===== src/rtl/qspi_row_tx.sv =====
// -----------------------------------------------------------------------------
// qspi_row_tx
// Pulls 16-bit words from the FIFO-to-SPI row interface and serialises each
// word onto a 4-lane QSPI bus (SPI mode 0, MSB nibble first). One row frame
// is WORDS_PER_ROW words (8 data words, then 1 address word) sent inside a
// single chip-select window. SCLK is derived from clk via a divider.
//
// Ports:
//   clk        system clock
//   rst_n      asynchronous active-low reset
//   tx_enable  permit new frames to start
//   row_valid  FIFO holds a complete row (sampled only while idle)
//   rdata_spi  current word from the row interface
//   shift_en   one-cycle pulse: word captured, upstream advances
//   qspi_sclk  serial clock, idle low
//   qspi_cs_n  chip select, active low
//   qspi_io    data lanes
//   qspi_oe    lane output enable
//   busy       frame in progress (cs_n low or inter-frame gap running)
//   row_done   one-cycle pulse when the last nibble of a frame completes
// All outputs come straight from registers.
// -----------------------------------------------------------------------------
module qspi_row_tx #(
  parameter int CLK_DIV       = 2,
  parameter int WORDS_PER_ROW = 9,
  parameter int CS_SETUP      = 2,
  parameter int CS_GAP        = 4
) (
  input  logic        clk,
  input  logic        rst_n,
  input  logic        tx_enable,
  input  logic        row_valid,
  input  logic [15:0] rdata_spi,
  output logic        shift_en,
  output logic        qspi_sclk,
  output logic        qspi_cs_n,
  output logic [3:0]  qspi_io,
  output logic        qspi_oe,
  output logic        busy,
  output logic        row_done
);

  localparam int WCW     = $clog2(WORDS_PER_ROW + 1);
  localparam int DCW     = $clog2(CLK_DIV + 1);
  localparam int TMR_MAX = (CS_SETUP > CS_GAP) ? CS_SETUP : CS_GAP;
  localparam int TCW     = $clog2(TMR_MAX + 1);

  localparam logic [WCW-1:0] LAST_WORD  = WCW'(WORDS_PER_ROW - 1);
  localparam logic [DCW-1:0] DIV_LAST   = DCW'(CLK_DIV - 1);
  localparam logic [TCW-1:0] SETUP_LAST = TCW'(CS_SETUP - 1);
  localparam logic [TCW-1:0] GAP_LAST   = TCW'(CS_GAP - 1);

  typedef enum logic [2:0] {
    S_IDLE  = 3'd0,
    S_SETUP = 3'd1,
    S_LOAD  = 3'd2,
    S_SHIFT = 3'd3,
    S_GAP   = 3'd4
  } state_t;

  state_t         state_q, state_d;
  logic [WCW-1:0] word_cnt_q, word_cnt_d;
  logic [1:0]     nib_cnt_q, nib_cnt_d;
  logic [DCW-1:0] div_cnt_q, div_cnt_d;
  logic [TCW-1:0] tmr_q, tmr_d;
  logic [15:0]    sreg_q, sreg_d;
  logic           shift_en_q, shift_en_d;
  logic           sclk_q, sclk_d;
  logic           cs_n_q, cs_n_d;
  logic           oe_q, oe_d;
  logic           busy_q, busy_d;
  logic           row_done_q, row_done_d;

  // State register and all output/counter registers.
  always_ff @(posedge clk or negedge rst_n) begin
    if (!rst_n) begin
      state_q    <= S_IDLE;
      word_cnt_q <= '0;
      nib_cnt_q  <= 2'd0;
      div_cnt_q  <= '0;
      tmr_q      <= '0;
      sreg_q     <= 16'h0000;
      shift_en_q <= 1'b0;
      sclk_q     <= 1'b0;
      cs_n_q     <= 1'b1;
      oe_q       <= 1'b0;
      busy_q     <= 1'b0;
      row_done_q <= 1'b0;
    end else begin
      state_q    <= state_d;
      word_cnt_q <= word_cnt_d;
      nib_cnt_q  <= nib_cnt_d;
      div_cnt_q  <= div_cnt_d;
      tmr_q      <= tmr_d;
      sreg_q     <= sreg_d;
      shift_en_q <= shift_en_d;
      sclk_q     <= sclk_d;
      cs_n_q     <= cs_n_d;
      oe_q       <= oe_d;
      busy_q     <= busy_d;
      row_done_q <= row_done_d;
    end
  end

  // Next-state and next-output logic for the frame sequencer.
  always_comb begin
    state_d    = state_q;
    word_cnt_d = word_cnt_q;
    nib_cnt_d  = nib_cnt_q;
    div_cnt_d  = div_cnt_q;
    tmr_d      = tmr_q;
    sreg_d     = sreg_q;
    shift_en_d = 1'b0;
    sclk_d     = sclk_q;
    cs_n_d     = cs_n_q;
    oe_d       = oe_q;
    busy_d     = busy_q;
    row_done_d = 1'b0;

    case (state_q)
      S_IDLE: begin
        if (tx_enable && row_valid) begin
          state_d    = S_SETUP;
          cs_n_d     = 1'b0;
          oe_d       = 1'b1;
          busy_d     = 1'b1;
          word_cnt_d = '0;
          tmr_d      = '0;
        end else begin
          state_d = S_IDLE;
        end
      end

      S_SETUP: begin
        if (tmr_q == SETUP_LAST) begin
          // shift_en is registered, so it is high during the LOAD cycle
          state_d    = S_LOAD;
          shift_en_d = 1'b1;
          tmr_d      = '0;
        end else begin
          tmr_d = tmr_q + TCW'(1);
        end
      end

      S_LOAD: begin
        // Upstream sees shift_en on this same edge and only then advances,
        // so rdata_spi still holds the word belonging to this slot.
        sreg_d    = rdata_spi;
        nib_cnt_d = 2'd0;
        div_cnt_d = '0;
        sclk_d    = 1'b0;
        state_d   = S_SHIFT;
      end

      S_SHIFT: begin
        if (div_cnt_q == DIV_LAST) begin
          div_cnt_d = '0;
          if (!sclk_q) begin
            sclk_d = 1'b1;
          end else begin
            sclk_d = 1'b0;
            if (nib_cnt_q == 2'd3) begin
              if (word_cnt_q < LAST_WORD) begin
                word_cnt_d = word_cnt_q + WCW'(1);
                shift_en_d = 1'b1;
                state_d    = S_LOAD;
              end else begin
                // Clearing sreg also drives the lanes to zero (io is sreg top)
                row_done_d = 1'b1;
                cs_n_d     = 1'b1;
                oe_d       = 1'b0;
                sreg_d     = 16'h0000;
                tmr_d      = '0;
                state_d    = S_GAP;
              end
            end else begin
              nib_cnt_d = nib_cnt_q + 2'd1;
              sreg_d    = {sreg_q[11:0], 4'h0};
            end
          end
        end else begin
          div_cnt_d = div_cnt_q + DCW'(1);
        end
      end

      S_GAP: begin
        if (tmr_q == GAP_LAST) begin
          state_d = S_IDLE;
          busy_d  = 1'b0;
          tmr_d   = '0;
        end else begin
          tmr_d = tmr_q + TCW'(1);
        end
      end

      default: begin
        state_d    = S_IDLE;
        word_cnt_d = '0;
        nib_cnt_d  = 2'd0;
        div_cnt_d  = '0;
        tmr_d      = '0;
        sreg_d     = 16'h0000;
        sclk_d     = 1'b0;
        cs_n_d     = 1'b1;
        oe_d       = 1'b0;
        busy_d     = 1'b0;
      end
    endcase
  end

  assign shift_en  = shift_en_q;
  assign qspi_sclk = sclk_q;
  assign qspi_cs_n = cs_n_q;
  // The top nibble of the shift register is the lane value.
  assign qspi_io   = sreg_q[15:12];
  assign qspi_oe   = oe_q;
  assign busy      = busy_q;
  assign row_done  = row_done_q;

endmodule


===== config.mk =====
export PLATFORM = sky130hd
export DESIGN_NAME = qspi_row_tx
export DESIGN_NICKNAME = d
export VERILOG_FILES = /design/src/rtl/qspi_row_tx.sv
export SDC_FILE = /design/constraint.sdc
export NUM_CORES = 1
export LEC_CHECK = 0
export ABC_CLOCK_PERIOD_IN_PS = 2900
export CAP_MARGIN = 5
export CORE_MARGIN = 3
export CORE_UTILIZATION = 57
export CTS_BUF_LIST = sky130_fd_sc_hd__clkbuf_16
export DETAILED_ROUTE_END_ITERATION = 7
export GPL_ROUTABILITY_DRIVEN = 1
export PLACE_DENSITY = 0.83
export SYNTH_ARGS = -nofsm -noshare
export SYNTH_HDL_FRONTEND = slang
export SYNTH_SLANG_ARGS = --single-unit

===== constraint.sdc =====
create_clock -name clk -period 2.9 [get_ports clk]
set_clock_uncertainty 0.15 [all_clocks]
set_input_delay 0.58 -clock clk [delete_from_list [all_inputs] [get_ports clk]]
set_output_delay 0.58 -clock clk [all_outputs]
set_load 0.03 [all_outputs]

==> results.md <==
* Insertion delay to the later sink of the worst-skew pair at 0.28 ns
* Initial Utilization at 0.612
* Drc violations at 0
* Vias in the first global route at 1360
* Cells after synthesis at 187
* CP required at 2.95 ns
* Tot Pwr at 1.07 mW
* Pre-CTS WS at 0.688 ns
* Worst EP arrival at 2.36 ns
* Mean Syn Cell Area at 10.2 um^2
* Measured slew at the worst slew-check pin at 0.721 ns
* Reg2reg end: tmr_q[2]
* Kind of critical path: register to register
* Worst reg2reg path depth at 4
* Post-synthesis sequential area ratio at 0.471
* Top-area cell type share of the netlist area at 0.457
* Cts hold-fix bufs at 0
* Unrepaired setup endpoints after global routing: false
* Non-filler cells, final at 253
* Post-synth net total at 213
* Leakage dissipation at 1.01 nW
* P per Cell Area at 468 mW/mm^2
* Largest cells by area after synthesis: dfrtp_1, nand2_1, a22oi_1
* DP Cell Count at 245
* Overflow after GRT at 0
* Final nets at 234
* Reg clk slew, reported paths at 0.05 ns
* Achievable frequency at 0.432 GHz
* Die width at 64.0 um
* First-pass GRT wire length at 6610 um
* Ant diodes at 0
* Number of vias per cell at 5.78
* DR WL/cell at 15.3 um
* Core ar. at 0.00313 mm^2
* Worst hold endpoint: sreg_q[13]
* CTS Buffer Depth at 2
* Slew HR at 0.520
* Yosys cell types at 49
* Worst r2r src: state_q[1]
* Most frequent cell after synthesis: dfrtp_1
* Area leader, netlist: dfrtp_1
* Fillers at 208
* Drt initial violations at 115
* Hold crit path type: register to register
* Placed wire-length estimate after detailed placement at 2680 um
* Tcrit/Tclk final at 0.798
* Setup Buffers After CTS at 0
* CTS HTree Levels at 2
* Final Worst Setup Slack at 0.587 ns
* HP Start: sreg_q[13]
* Status: finished, final reports clean
* IO Pins at 30
* Input/output buffers at 29
* Critical Path Start Type: register
* Slowest cell delay on critical path at 0.74 ns
* Post-synthesis instance area at 0.00192 mm^2
* Maxcap violations at 0
* Worst path bufs/invs at 1
* Final Max Slew Viols at 0
* Synth top cells by count: dfrtp_1, nand2_1, o21ai_0
* Post-synth EDFFs at 0
* Total Wirelength at 3860 um
* Final Setup Violations at 0
* Antenna violations before repair at 0
* Hold Fails Final Rpt at 0
* Die height at 64.0 um
* Die Footprint at 0.00409 mm^2
* Rows at 20
* Worst path cell trace: inv_1, nor3b_1, a211oi_1, o2bb2ai_1
* Post-synthesis register bit count at 36
* Sink Count at 36
* Routability cong. at 0.862
* Slowest CP cell: dfrtp_1
* Worst setup EP type: register
* Fin crit period at 2.31 ns
* Max IR drop VDD at 384 uV
* CTS tree: built
* GRT Total Usage at 0.208
* CP top delay family: flip-flops
* Antenna Nets Post-Route at 0
* FF-to-FF setup slack at 0.59 ns
* Quantity of gates resized following cts at 0
* Fraction of registers with async set/reset at 1.00
* Worst Hold Depth at 2
* Clk Tree Root Cell: clkbuf_16
* Synth Flop Type: dfrtp_1
* Detailed-route via count at 1463
* DRT Pass-1 Iters at 5
* Setup TNS at 0 ns
* Syn. warnings at 0
* Largest net degree at the start of global routing at 37
* Crit-path max FO at 17
* Cts bufs inserted at 5
* Layout cell share with drive strength beyond 1 at 0.0861
* Layout area overhead at 19.7%
## metrics by stage
step | hold WS, ns | cell area [um^2] | utilization
2_1_floorplan | 0.134 | 1920 | -
3_3_place_gp | 0.313 | 2150 | 0.688
3_5_place_dp | 0.320 | 2150 | 0.688
4_1_cts | 0.332 | 2290 | 0.733
5_1_grt | 0.362 | 2290 | 0.733
6_report | 0.328 | 2290 | 0.733
## placed cells by master (no fill, tap or decap), types with 2 or more instances in the layout
master           Yosys  layout
a21oi_1              6       6
a22o_1               5       5
mux2i_1              2       2
and3_1               2       2
and4b_1              2       2
a22oi_1             12      12
o21a_1               2       2
nand2_1             25      25
clkdlybuf4s50_1      0      29
nor4_1               2       2
o21ai_1              4       4
a211o_1              2       2
a31oi_1              2       2
inv_1                6       7
a21o_1               2       2
clkbuf_16            0       5
nor3_1               2       2
dfrtp_1             35      35
a211oi_1             3       3
nor2_1               6       6
nand3b_1             3       3
ha_1                 6       6
nor3b_1              2       2
and2_1               2       2
o21ai_0             16      16
## worst min-delay path: stages, from the launching register on
cell	delay, ns
dfrtp_1	0.34
nand2_1	0.04
o21ai_0	0.06
## logic make-up after synthesis
logic type | synth area share
DFF | 0.471
AOI/OAI and AO/OA | 0.233
buffers and inverters | 0.0718
and+or+nand+nor | 0.169
muxes | 0.0163
adders and majority gates | 0.0392
## layout make-up
type                            count  area (um^2)  share of cell area
Clock buffer                        5          125              0.0546
Clock inverter                      3         15.0             0.00655
Inverter                            6         22.5             0.00982
Multi-Input combinational cell    129          876               0.382
Sequential cell                    36          902               0.393
Tap cell                           44         55.1              0.0240
Timing Repair Buffer               30          298               0.130
## layer usage
layer,vias to the layer above,part of all wire,GRT usage
li1,716,-,-
met1,695,0.42,0.286
met2,46,0.50,0.320
met3,6,0.062,0.0580
met4,0,0.014,0.0647
met5,-,0,0
## how the worst max path moves through the flow
stage	from	end	cells past startpoint	slack (ns)
after floorplan	nib_cnt_q[0]	word_cnt_q[1]	6	1.08
after global placement	state_q[0]	sreg_q[12]	3	0.75
after detailed placement	state_q[0]	sreg_q[7]	3	0.69
after CTS	state_q[1]	tmr_q[2]	4	0.66
after global routing	state_q[1]	tmr_q[2]	4	0.43
final	state_q[1]	tmr_q[2]	4	0.59
## state kept, by name, indices dropped and copies added (netlist names)
register	flops
sreg_q	16
word_cnt_q	4
state_q	3
tmr_q	3
div_cnt_q	2
nib_cnt_q	2
busy	1
qspi_cs_n	1
qspi_oe	1
qspi_sclk	1
row_done	1
shift_en	1
## report_power, final
part	leakage (nW)	internal [mW]	switching, mW
Combinational	0.503	0.0318	0.0231
Clock	0.0687	0.311	0.192
Sequential	0.437	0.511	0.00439
(Power assumes the default switching activity.)
